$ cat config.mk
export PLATFORM = sky130hd
export DESIGN_NAME = clock_freq_meter
export DESIGN_NICKNAME = d
export VERILOG_FILES = /design/src/rtl/clock_freq_meter.sv
export SDC_FILE = /design/constraint.sdc
export NUM_CORES = 1
export LEC_CHECK = 0
export ABC_AREA = 1
export CAP_MARGIN = 10
export CORE_MARGIN = 2
export CORE_UTILIZATION = 30
export CTS_CLUSTER_SIZE = 20
export DETAILED_ROUTE_END_ITERATION = 10
export SYNTH_ARGS = -nofsm -noshare
export SYNTH_HDL_FRONTEND = slang
export SYNTH_SLANG_ARGS = --single-unit
$ cat constraint.sdc
create_clock -name basys_clock -period 1.63 [get_ports basys_clock]
set_clock_uncertainty 0.05 [all_clocks]
set_input_delay 0.326 -clock basys_clock [delete_from_list [all_inputs] [get_ports basys_clock]]
set_output_delay 0.326 -clock basys_clock [all_outputs]
set_load 0.01 [all_outputs]
$ cat src/rtl/clock_freq_meter.sv
// clock_freq_meter: measures the half-period of desired_clock in basys_clock
// cycles and reports lock against expected_m and loss of the clock (timeout).
// Optional feature macro: FREQ_METER_TOL_EN (accept measurements within +/-1).
//
// Handshake: meas_valid is a single-cycle strobe with no ready; measured_m is
// stable from that cycle until the next strobe.
module clock_freq_meter #(
    parameter int LOCK_COUNT     = 4,
    parameter int TIMEOUT_CYCLES = 1048576
) (
    input  logic        basys_clock,
    input  logic        reset_n,
    input  logic        desired_clock,
    input  logic [31:0] expected_m,
    output logic [31:0] measured_m,
    output logic        meas_valid,
    output logic        locked,
    output logic        timeout,
    output logic [1:0]  state_dbg
);

    localparam int          CW      = $clog2(LOCK_COUNT + 1);
    localparam logic [31:0] TO_LAST = 32'(TIMEOUT_CYCLES - 1);

    typedef enum logic [1:0] {
        S_WAIT = 2'd0,
        S_ACQ  = 2'd1,
        S_LOCK = 2'd2
    } state_t;

    state_t          state, next_state;
    logic [CW-1:0]   match_cnt, next_match_cnt;
    logic [31:0]     cnt;
    logic            sync1, sync2, sync3;
    logic            edge_det;
    logic            hit_to;
    logic            is_match;

    // Two-flop synchroniser plus one history flop for edge detection.
    always_ff @(posedge basys_clock or negedge reset_n) begin
        if (!reset_n) begin
            sync1 <= 1'b0;
            sync2 <= 1'b0;
            sync3 <= 1'b0;
        end else begin
            sync1 <= desired_clock;
            sync2 <= sync1;
            sync3 <= sync2;
        end
    end

    // Either edge of the synchronised clock restarts a measurement.
    assign edge_det = sync2 ^ sync3;

    // Cycle counter: cleared on an edge, otherwise counts up and saturates.
    always_ff @(posedge basys_clock or negedge reset_n) begin
        if (!reset_n) begin
            cnt <= 32'd0;
        end else if (edge_det) begin
            cnt <= 32'd0;
        end else if (cnt != 32'hFFFF_FFFF) begin
            cnt <= cnt + 32'd1;
        end
    end

    // An edge in the threshold cycle takes priority over the timeout.
    assign hit_to = (cnt == TO_LAST) && !edge_det;

    // Match rule applied to the freshly loaded measurement.
`ifdef FREQ_METER_TOL_EN
    always_comb begin
        is_match = (measured_m == expected_m);
        if ((measured_m != 32'hFFFF_FFFF) && (measured_m + 32'd1 == expected_m))
            is_match = 1'b1;
        if ((measured_m != 32'd0) && (measured_m - 32'd1 == expected_m))
            is_match = 1'b1;
    end
`else
    always_comb begin
        is_match = (measured_m == expected_m);
    end
`endif

    // Measurement register and strobe; the reference edge in WAIT only starts the count.
    always_ff @(posedge basys_clock or negedge reset_n) begin
        if (!reset_n) begin
            measured_m <= 32'd0;
            meas_valid <= 1'b0;
        end else begin
            meas_valid <= 1'b0;
            if (edge_det && (state != S_WAIT)) begin
                measured_m <= cnt;
                meas_valid <= 1'b1;
            end
        end
    end

    // Timeout flag: set on threshold while measuring, cleared by the next edge.
    always_ff @(posedge basys_clock or negedge reset_n) begin
        if (!reset_n) begin
            timeout <= 1'b0;
        end else if (edge_det) begin
            timeout <= 1'b0;
        end else if (hit_to && (state != S_WAIT)) begin
            timeout <= 1'b1;
        end
    end

    // FSM state and match counter register.
    always_ff @(posedge basys_clock or negedge reset_n) begin
        if (!reset_n) begin
            state     <= S_WAIT;
            match_cnt <= '0;
        end else begin
            state     <= next_state;
            match_cnt <= next_match_cnt;
        end
    end

    // Next-state logic; comparisons use the registered measurement while meas_valid is high,
    // so locked follows one cycle after the deciding strobe.
    always_comb begin
        next_state     = state;
        next_match_cnt = match_cnt;
        case (state)
            S_WAIT: begin
                next_match_cnt = '0;
                if (edge_det) next_state = S_ACQ;
            end
            S_ACQ: begin
                if (hit_to) begin
                    next_state     = S_WAIT;
                    next_match_cnt = '0;
                end else if (meas_valid) begin
                    if (is_match) begin
                        if (match_cnt >= CW'(LOCK_COUNT - 1)) begin
                            next_state     = S_LOCK;
                            next_match_cnt = '0;
                        end else begin
                            next_match_cnt = match_cnt + 1'b1;
                        end
                    end else begin
                        next_match_cnt = '0;
                    end
                end
            end
            S_LOCK: begin
                if (hit_to) begin
                    next_state     = S_WAIT;
                    next_match_cnt = '0;
                end else if (meas_valid && !is_match) begin
                    next_state     = S_ACQ;
                    next_match_cnt = '0;
                end
            end
            default: begin
                next_state     = S_WAIT;
                next_match_cnt = '0;
            end
        endcase
    end

    assign locked    = (state == S_LOCK);
    assign state_dbg = state;

endmodule

==> impl_metrics.env <==
export IMPL_syn_area_per_cell_um2=7.36
export IMPL_crit_slowest_cell="dfrtp_1"
export IMPL_seq_area_frac_synth_pct=43.9
export IMPL_wl_per_cell_um=14.4
export IMPL_fmax_mhz=531
export IMPL_core_mm2=0.0138
export IMPL_yosysWarnings=0
export IMPL_vias=4455
export IMPL_gp_congestion=0.905
export IMPL_nets=816
export IMPL_port_buffers=71
export IMPL_setup_ws_ps=-253
export IMPL_powerDensity_mw_per_mm2=763
export IMPL_grt_pass1_vias=4440
export IMPL_cp_required_ps=1800
export IMPL_rows=43
export IMPL_crit_chain="ha_2 > nand2_4 > nor2_4 > nand2_4 > nor2_4 > nand3_4 > nor2_8 > buf_4 > nor2_2 > o21ai_1 > a21oi_1"
export IMPL_worst_pin_slew_ps=468
export IMPL_cap_violations=0
export IMPL_post_place_cells=933
export IMPL_finalNonFillerCells=962
export IMPL_synth_commonest_cells="nand2_1 (187), dfrtp_1 (74), nor2_1 (66), inv_1 (58), o21ai_0 (44)"
export IMPL_violations="setup timing"
export IMPL_syn_inst=573
export IMPL_synth_seq_cells=74
export IMPL_min_path_type="reg2reg"
export IMPL_synth_cell_type_count=39
export IMPL_initial_core_util_pct=30.5
export IMPL_clockBufferDepth=2
export IMPL_yosysTopAreaCellShare_pct=43.9
export IMPL_yosysMostFrequentCell="nand2_1"
export IMPL_synth_edf_count=0
export IMPL_slew_violations=0
export IMPL_async_reset_ff_share_pct=100
export IMPL_antenna_found_initial=0
export IMPL_placed_cell_area_mm2=0.00607
export IMPL_worstSetupPathType="reg2reg"
export IMPL_post_dp_hpwl_um=10400
export IMPL_end_kind="flop"
export IMPL_antenna_left=0
export IMPL_io_pins=72
export IMPL_die_y_um=123
export IMPL_rsz0062_at_grt="yes"
export IMPL_area_growth_pct=58.3
export IMPL_grtUsageTotal_pct=19.0
export IMPL_num_antenna_cells=0
export IMPL_hold_viol_final=0
export IMPL_crit_path_max_incr_delay_ps=360
export IMPL_grt_max_degree=75
export IMPL_worstPathArrival_ps=2060
export IMPL_worst_setup_path_start_kind="flop"
export IMPL_drt_initial_drc_count=418
export IMPL_clk_pin_slew_ps=60
export IMPL_ys_top_cells_by_area="dfrtp_1 (44%), nand2_1 (17%), nor2_1 (5.9%), o21ai_0 (5.2%), inv_1 (5.2%)"
export IMPL_tritoncts="built"
export IMPL_cts_htree_levels=3
export IMPL_design_area_mm2=0.00667
export IMPL_design_die_area_mm2=0.0150
export IMPL_synth_ff_type="dfrtp_1"
export IMPL_dr_pass1_iters=5
export IMPL_fp_dieW_um=123
export IMPL_synth_top_cell_by_area="dfrtp_1"
export IMPL_leakage_nw=3.38
export IMPL_layout_drive_gt1_share_pct=29.3
export IMPL_clock_latency_ps=340
export IMPL_slew_headroom_pct=68.8
export IMPL_gr_total_overflow=0
export IMPL_min_period_over_period_pct=116
export IMPL_irDropWorstVdd_uv=431
export IMPL_synth_area_mm2=0.00422
export IMPL_drt_vias_per_instance=4.63
export IMPL_status="finished with violations"
export IMPL_post_route_drc_count=0
export IMPL_grt_pass1_wl_um=21900
export IMPL_syn_nets=611
export IMPL_routed_wl_um=13900
export IMPL_cts_sinks=74
export IMPL_layout_min_cycle_time_ps=1880
export IMPL_cts_made_buffers=9
export IMPL_cts_root_buffer="clkbuf_16"
export IMPL_finalSetupViolations=37
export IMPL_crit_fanout=7
per-layer routing:
metal | global-route usage (%) | wire, µm | vias up
met5 | 0 | 0 | -
met4 | 10.1 | 558 | 0
met3 | 2.42 | 672 | 29
met2 | 29.9 | 6230 | 119
met1 | 25.4 | 6390 | 2070
li1 | - | - | 2237
registers in the layout, indices dropped and copies added (netlist names), 2 cells and up:
register    cells
cnt            32
match_cnt       3
measured_m     32
state_dbg       2
layout make-up:
class,instances,area (µm²)
clock inverters,4,26.3
clock buffers,11,253
fillers,1280,7150
inverters,65,256
repair buffers,204,1740
flip-flops and latches,74,1850
multi-input cells,424,2320
well taps,180,225
critical path: cells and delay by family, from the launching register on:
kind	cells	cell delay, ps
buf+inv	1	150
simple gates	7	800
fa+ha+maj	1	220
compound gates	2	170
flops	1	360
what timing repair did:
item | 4_1_cts | 5_1_grt
gates resized for setup | 62 | 40
gates cloned | 0 | 0
setup buffers | 6 | 7
endpoints found under the setup margin | 68 | 64
pin swaps | 7 | 14
endpoints found under the hold margin | 74 | 0
hold buffers | 1 | 0
cells in the final DEF, fill, tap and decap left out, drive strengths merged, types with 3 or more instances in the layout:
cell,netlist,routed
a211oi,3,3
a21oi,10,10
a31oi,6,6
buf,1,133
clkbuf,9,12
clkdlybuf4s50,0,32
dfrtp,74,74
dlygate4sd2,0,31
dlymetal6s2s,0,6
ha,3,3
inv,65,66
nand2,193,193
nand3,30,30
nand4,3,3
nor2,74,74
nor3,19,19
o21ai,45,45
xnor2,23,23
xor2,3,3
per-stage QoR:
stage | power, mW | TNS, ps | hold WS [ps] | setup WS, ps | utilization, %
detailed placement | 3.16 | -6380 | 285 | -630 | 43.9
global placement | 3.14 | -4830 | 284 | -575 | 43.9
global route | 5.31 | -9220 | 318 | -336 | 48.3
finish | 5.09 | -5530 | 296 | -253 | 48.3
CTS | 5.09 | -5140 | 298 | -236 | 46.8
floorplan | 2.52 | -489 | -19.6 | -73.4 | -
where the power goes:
group / internal, mW / switching [mW] / total [mW]
logic: 0.539 / 0.673 / 1.21
clock network: 1.11 / 0.799 / 1.90
registers: 1.91 / 0.0607 / 1.97
total: 3.56 / 1.53 / 5.09
kinds of logic (layout without fill, tap and decap cells):
| group | after synthesis | count (layout) | synth area share [%] |
|---|---|---|---|
| AOI/OAI and AO/OA | 70 | 70 | 9.23 |
| xor gates and xnor gates | 26 | 26 | 5.40 |
| adders and majority gates | 3 | 3 | 0.890 |
| buffers and inverters | 75 | 284 | 6.82 |
| DFF | 74 | 74 | 43.9 |
| and+or+nand+nor | 325 | 325 | 33.7 |
final timing paths:
path                                    startpoint  slack (ps)             endpoint  cells past startpoint
worst min register to register     sync1$_DFF_PN0_         300      sync2$_DFF_PN0_                      0
worst min-delay path               sync1$_DFF_PN0_         300      sync2$_DFF_PN0_                      0
max in group asynchronous                  reset_n         670  cnt[20]$_DFFE_PN0P_                      3
worst max register to register  cnt[0]$_DFFE_PN0P_        -250  cnt[19]$_DFFE_PN0P_                     11
min in group asynchronous                  reset_n         450      sync1$_DFF_PN0_                      3
worst max-delay path            cnt[0]$_DFFE_PN0P_        -250  cnt[19]$_DFFE_PN0P_                     11
No activity file was read; power rests on OpenSTA's default activity.
==> variant 1 (same settings) <==
Add a define of `FREQ_METER_TOL_EN`.
--- a/src/rtl/clock_freq_meter.sv
+++ b/src/rtl/clock_freq_meter.sv
@@ -4,6 +4,8 @@
 //
 // Handshake: meas_valid is a single-cycle strobe with no ready; measured_m is
 // stable from that cycle until the next strobe.
+`define FREQ_METER_TOL_EN
+
 module clock_freq_meter #(
     parameter int LOCK_COUNT     = 4,
     parameter int TIMEOUT_CYCLES = 1048576
Check against the original RTL: not equivalent (a bounded check fails within 10 cycles, from zero or initial values and one cycle with reset_n low).
==> variant 1 against the original RTL <==
The flow still finishes with violations (setup timing); total power rose by 69%; sequential cell count unchanged; wire length increased by 64%; final area increased by 52%; setup slack worse by 0.63 ns; area after synthesis up 46%.
==> variant 1: results (changes against the original RTL) <==
* Status: finished with violations
* Failing checks: setup timing
* Total Wirelength at 22,700 um (+64%)
* Initial antenna violation count at 0 (unchanged)
* Clk_lat worst skew at 0.34 ns (about the same)
* RePlAce Congestion at 0.938 (+3.6%)
* Largest regs: cnt x32, measured_m x32, match_cnt x3
* Routed length per instance at 14.0 um (-2.7%)
* Yosys cell types at 37 (-5.1%)
* Placed Area at 0.00924 mm2 (+52%)
* Final Setup Violations at 38 (+2.7%)
* Slew Limit Headroom at 0.691 (+0.00361)
* Fill count at 1,955 (+53%)
* Antenna Cells at 0 (unchanged)
* Vias at 7,456 (+67%)
* CP Max Fanout at 6 (-1)
* Final Net Count at 1,384 (+70%)
* Drt pass-1 iters at 6 (+1)
* Syn Area/Cell at 6.19 um2 (-16%)
* Worst VDD drop at 443 uV (+2.8%)
* Critical-path top delay cell: dfrtp_2
* Worst Setup Start Kind: flip-flop
* CP arrival at 2.69 ns (+0.63 ns)
* Max Root-Sink Buffers at 2 (unchanged)
* Number of synthesis warnings at 0 (unchanged)
* Final worst slack at -0.885 ns (-0.632 ns)
* Root Buffer Master: clkbuf_16
* Worst Hold Class: flip-flop to flip-flop
* Number of global-route vias before repair at 7,361 (+66%)
* Synth top area share at 0.300 (-0.139)
* PortBufs at 71 (unchanged)
* Endpoint class of the critical path: flip-flop
* Hpwl dp at 17,900 um (+72%)
* Clock Sinks at 74 (unchanged)
* Top FF cell, synth: dfrtp_1
* Commonest cells in the netlist: nand2_1 (295), nor2_1 (150), inv_1 (147)
* Async S/R FF share, synth at 1.00 (unchanged)
* Crit-path max cell delay at 0.45 ns (+0.09 ns)
* Hold Crit Depth at 0 (unchanged)
* RR Startpoint: measured_m[1]
* Largest net degree at the start of global routing at 54 (-28%)
* CTS H-tree depth at 3 (unchanged)
* Leakage power at 5.28 nW (+56%)
* Worst-path clk slew at 0.06 ns (about the same)
* Mapped Nets at 1,038 (+70%)
* Pre-CTS setup slack at -0.948 ns (-0.319 ns)
* Sequential element share of the synthesized area at 0.300 (-0.139)
* FF-to-FF path depth at 16 (+5)
* Share of cells above drive strength 1 at 0.328 (+0.0351)
* R2r endpoint: match_cnt[0]
* DRT iter0 DRCs at 469 (+12%)
* TritonCTS Buffers at 9 (unchanged)
* GRT Overall Usage at 0.206 (+0.0166)
* First-pass GRT wire length at 35,700 um (+63%)
* Largest cells by area after synthesis: dfrtp_1 (30%), nand2_1 (18%), nor2_1 (9.1%), inv_1 (8.9%), nand3_1 (5.5%)
[variant 1: changes by cell type in the layout (fill, tap and decap cells not counted), moves of 25 or more]
cell / change
buf_4: +141
inv_1: +81
nand2_1: +106
nand3_1: +36
nand4_1: +25
nor2_1: +73
xor2_1: +29
[variant 1: metrics by stage]
step | hold slack, ns | TNS, ns
2_1_floorplan | -0.0196 | -5.85
3_3_place_gp | 0.209 | -13.79
3_5_place_dp | 0.204 | -14.58
4_1_cts | 0.305 | -15.02
5_1_grt | 0.312 | -19.55
6_report | 0.300 | -15.93
[variant 1: cells by family (layout without fill, tap and decap cells)]
logic type	Yosys count	count (layout)	synth area share
AO/OA/AOI/OAI	99	99	0.0837
XOR/XNOR	43	43	0.0610
adder cells (fa/ha/maj)	6	6	0.0122
buffers and inverters	172	522	0.110
flip-flops	74	74	0.300
AND/OR/NAND/NOR	603	604	0.433
[variant 1: worst min-delay path by stage]
stage	start	endpoint	slack, ns
6_report	sync1	sync2	0.30
5_1_grt	sync1	sync2	0.31
3_3_place_gp	reset_n	measured_m[25]	0.21
4_1_cts	sync1	sync2	0.31
3_5_place_dp	reset_n	measured_m[25]	0.20
2_1_floorplan	reset_n	cnt[0]	-0.02
[variant 1: repair_timing]
item | 4_1_cts | 5_1_grt
gates resized for setup | 119 | 50
pin swaps | 30 | 37
buffers inserted | 16 | 12
gates cloned | 1 | 2
hold buffers | 1 | 0
setup endpoints to repair | 74 | 51
endpoints found under the hold margin | 22 | 0
[variant 1: where the power goes]
group	switching (W)	total, W	internal [W]
clock	0.000790	0.00245	0.00166
sequential	0.000156	0.00211	0.00195
combinational	0.00228	0.00406	0.00177
total	0.00323	0.00861	0.00538
[variant 1: final cells by class]
cell class / instances / area (um2) / share of cell area
Clock inverter: 6 / 138 / 0.0135
Sequential cell: 74 / 1870 / 0.184
Inverter: 149 / 564 / 0.0555
Tap cell: 270 / 338 / 0.0332
Clock buffer: 10 / 229 / 0.0225
Timing Repair Buffer: 357 / 2940 / 0.289
Multi-Input combinational cell: 752 / 4080 / 0.402
[variant 1: critical path, delay by kind of cell, from the launching register on]
kind	cells	cell delay [ns]
flip-flops	1	0.45
buffers and inverters	1	0.15
AO/OA/AOI/OAI	1	0.04
AND/OR/NAND/NOR	14	1.72
[variant 1: layer usage]
metal | global-route usage | routed length, um | up-vias
met1 | 0.258 | 9890 | 3419
li1 | - | - | 3846
met4 | 0.0702 | 652 | 0
met5 | 0 | 0 | -
met2 | 0.370 | 11400 | 149
met3 | 0.0222 | 716 | 42
==> variant 2 (same flow settings) <==
Made on the original files. Reset style: synchronous (`reset_n`), changed in 5 clocked blocks.
--- a/src/rtl/clock_freq_meter.sv
+++ b/src/rtl/clock_freq_meter.sv
@@ -37,7 +37,7 @@
     logic            is_match;
 
     // Two-flop synchroniser plus one history flop for edge detection.
-    always_ff @(posedge basys_clock or negedge reset_n) begin
+    always_ff @(posedge basys_clock) begin
         if (!reset_n) begin
             sync1 <= 1'b0;
             sync2 <= 1'b0;
@@ -53,7 +53,7 @@
     assign edge_det = sync2 ^ sync3;
 
     // Cycle counter: cleared on an edge, otherwise counts up and saturates.
-    always_ff @(posedge basys_clock or negedge reset_n) begin
+    always_ff @(posedge basys_clock) begin
         if (!reset_n) begin
             cnt <= 32'd0;
         end else if (edge_det) begin
@@ -82,7 +82,7 @@
 `endif
 
     // Measurement register and strobe; the reference edge in WAIT only starts the count.
-    always_ff @(posedge basys_clock or negedge reset_n) begin
+    always_ff @(posedge basys_clock) begin
         if (!reset_n) begin
             measured_m <= 32'd0;
             meas_valid <= 1'b0;
@@ -96,7 +96,7 @@
     end
 
     // Timeout flag: set on threshold while measuring, cleared by the next edge.
-    always_ff @(posedge basys_clock or negedge reset_n) begin
+    always_ff @(posedge basys_clock) begin
         if (!reset_n) begin
             timeout <= 1'b0;
         end else if (edge_det) begin
@@ -107,7 +107,7 @@
     end
 
     // FSM state and match counter register.
-    always_ff @(posedge basys_clock or negedge reset_n) begin
+    always_ff @(posedge basys_clock) begin
         if (!reset_n) begin
             state     <= S_WAIT;
             match_cnt <= '0;
Check against the original RTL: differs if reset_n is asserted again (counterexample within 4 cycles, from zero or initial values and one cycle with reset_n low); with reset_n held inactive, the same outputs for 10 cycles.
==> variant 2 against the original RTL <==
The run still ends with setup timing left; via count about the same; total power down 10%; synthesized cell count grew 7.2%; wire length decreased by 9.3%; setup slack improved by 0.11 ns; clock power grew 7%; sequential cell count is the same; final area is 3.4% lower; area after synthesis fell by 2.8%; critical endpoint is now cnt[7]; largest cell class unchanged.
==> variant 2: results (changes against the original RTL) <==
* Total Wirelength at 12,600 um (-9.3%)
* Xor and xnor area share after synthesis at 0.0684 (+0.0143)
* Post-Synth Adder-Cell Area at 0.00915 (+0.000253)
* Largest cells by area after synthesis: dfxtp_1 (36%), nand2_1 (13%), inv_1 (8.9%), nor2_1 (6.9%), o21ai_0 (4.8%)
* Hold Path End: sync2
* First-pass GRT wire length at 20,500 um (-6.1%)
* Hold Startpoint: sync1
* CP arrival at 1.96 ns (-0.10 ns)
* Hpwl dp at 9430 um (-9.6%)
* Hold Crit Depth at 2 (+2)
* Drt pass-1 iters at 4 (-1)
* Worst VDD drop at 476 uV (+10%)
* Top FF cell, synth: dfxtp_1
* Pre-CTS setup slack at -0.506 ns (+0.124 ns)
* FF-to-FF path depth at 12 (+1)
* Final Setup Violations at 24 (-35%)
* RR Startpoint: cnt[1]
* Number of vias per cell at 4.58 (-1.2%)
* Mapped Nets at 652 (+6.7%)
* Final worst slack at -0.143 ns (+0.110 ns)
* GRT Overall Usage at 0.176 (-0.0141)
* Final Net Count at 830 (+1.7%)
* Setup TNS at -1.83 ns (+3.69 ns)
* DRT iter0 DRCs at 290 (-31%)
* RePlAce Congestion at 0.946 (+4.4%)
* Post-synthesis compound-gate area fraction at 0.115 (+0.0225)
* CP Max Fanout at 3 (-4)
* Switching pwr at 0.00113 W (-27%)
* Leakage power at 3.26 nW (-3.6%)
* Sequential element share of the synthesized area at 0.361 (-0.0779)
* Share of cells above drive strength 1 at 0.305 (+0.0121)
* Failing checks: setup timing
* Largest net degree at the start of global routing at 38 (-49%)
* P_clk at 0.00204 W (+7%)
* Number of global-route vias before repair at 4,431 (-0.20%)
* Status: finished with violations
* Placed Area at 0.00571 mm2 (-5.9%)
* Comb group at 0.000608 W (-50%)
* Commonest cells in the netlist: nand2_1 (138), inv_1 (97), nor2_1 (75)
* R2r endpoint: cnt[7]
* Fill count at 1,272 (-0.63%)
* Yosys cell types at 37 (-5.1%)
==> variant 2: cell count changes after synthesis, sizes merged, moves of 4 or more <==
cell   unedited run  this run
dfxtp             0        74
nor3             19        14
nor2             74        84
xor2              3        12
a21oi            10        38
a31oi             6         0
nand4             3         8
dfrtp            74         0
inv              65       104
nand2           193       148
o21ai            45        49
==> variant 2: through the flow <==
step / instances / hold slack (ns) / power [W] / utilization
2_1_floorplan: 614 / 0.340 / 0.00223 / -
3_3_place_gp: 944 / 0.373 / 0.00254 / 0.429
3_5_place_dp: 944 / 0.364 / 0.00255 / 0.429
4_1_cts: 967 / 0.385 / 0.00459 / 0.463
5_1_grt: 973 / 0.406 / 0.00477 / 0.485
6_report: 973 / 0.384 / 0.00456 / 0.485
==> variant 2: kinds of logic (layout without fill, tap and decap cells) <==
kind of cell | Yosys count | after routing
adder cells (fa/ha/maj) | 3 | 3
AND/OR/NAND/NOR | 296 | 296
buffers and inverters | 118 | 301
AO/OA/AOI/OAI | 91 | 91
XOR/XNOR | 32 | 32
flip-flops | 74 | 74
==> variant 2: layer usage <==
metal | wire, um | global-route usage | vias to the layer above
met5 | 0 | 0 | -
met4 | 341 | 0.0683 | 0
li1 | - | - | 2286
met1 | 5830 | 0.223 | 2037
met3 | 518 | 0.0395 | 29
met2 | 5880 | 0.289 | 102
==> variant 2: area by class of cell <==
cell class	instances	share of cell area
clock inverter	4	0.00776
inverter	105	0.0617
tap	176	0.0342
clock buffer	12	0.0398
sequential	74	0.233
multi-input combinational	422	0.384
timing repair buffer	180	0.239
==> variant 2: timing repair <==
item / CTS / global route
gates resized for setup: 69 / 80
pin swaps: 16 / 21
endpoints found under the setup margin: 65 / 45
setup buffers: 7 / 8
hold endpoints to repair: 0 / 0
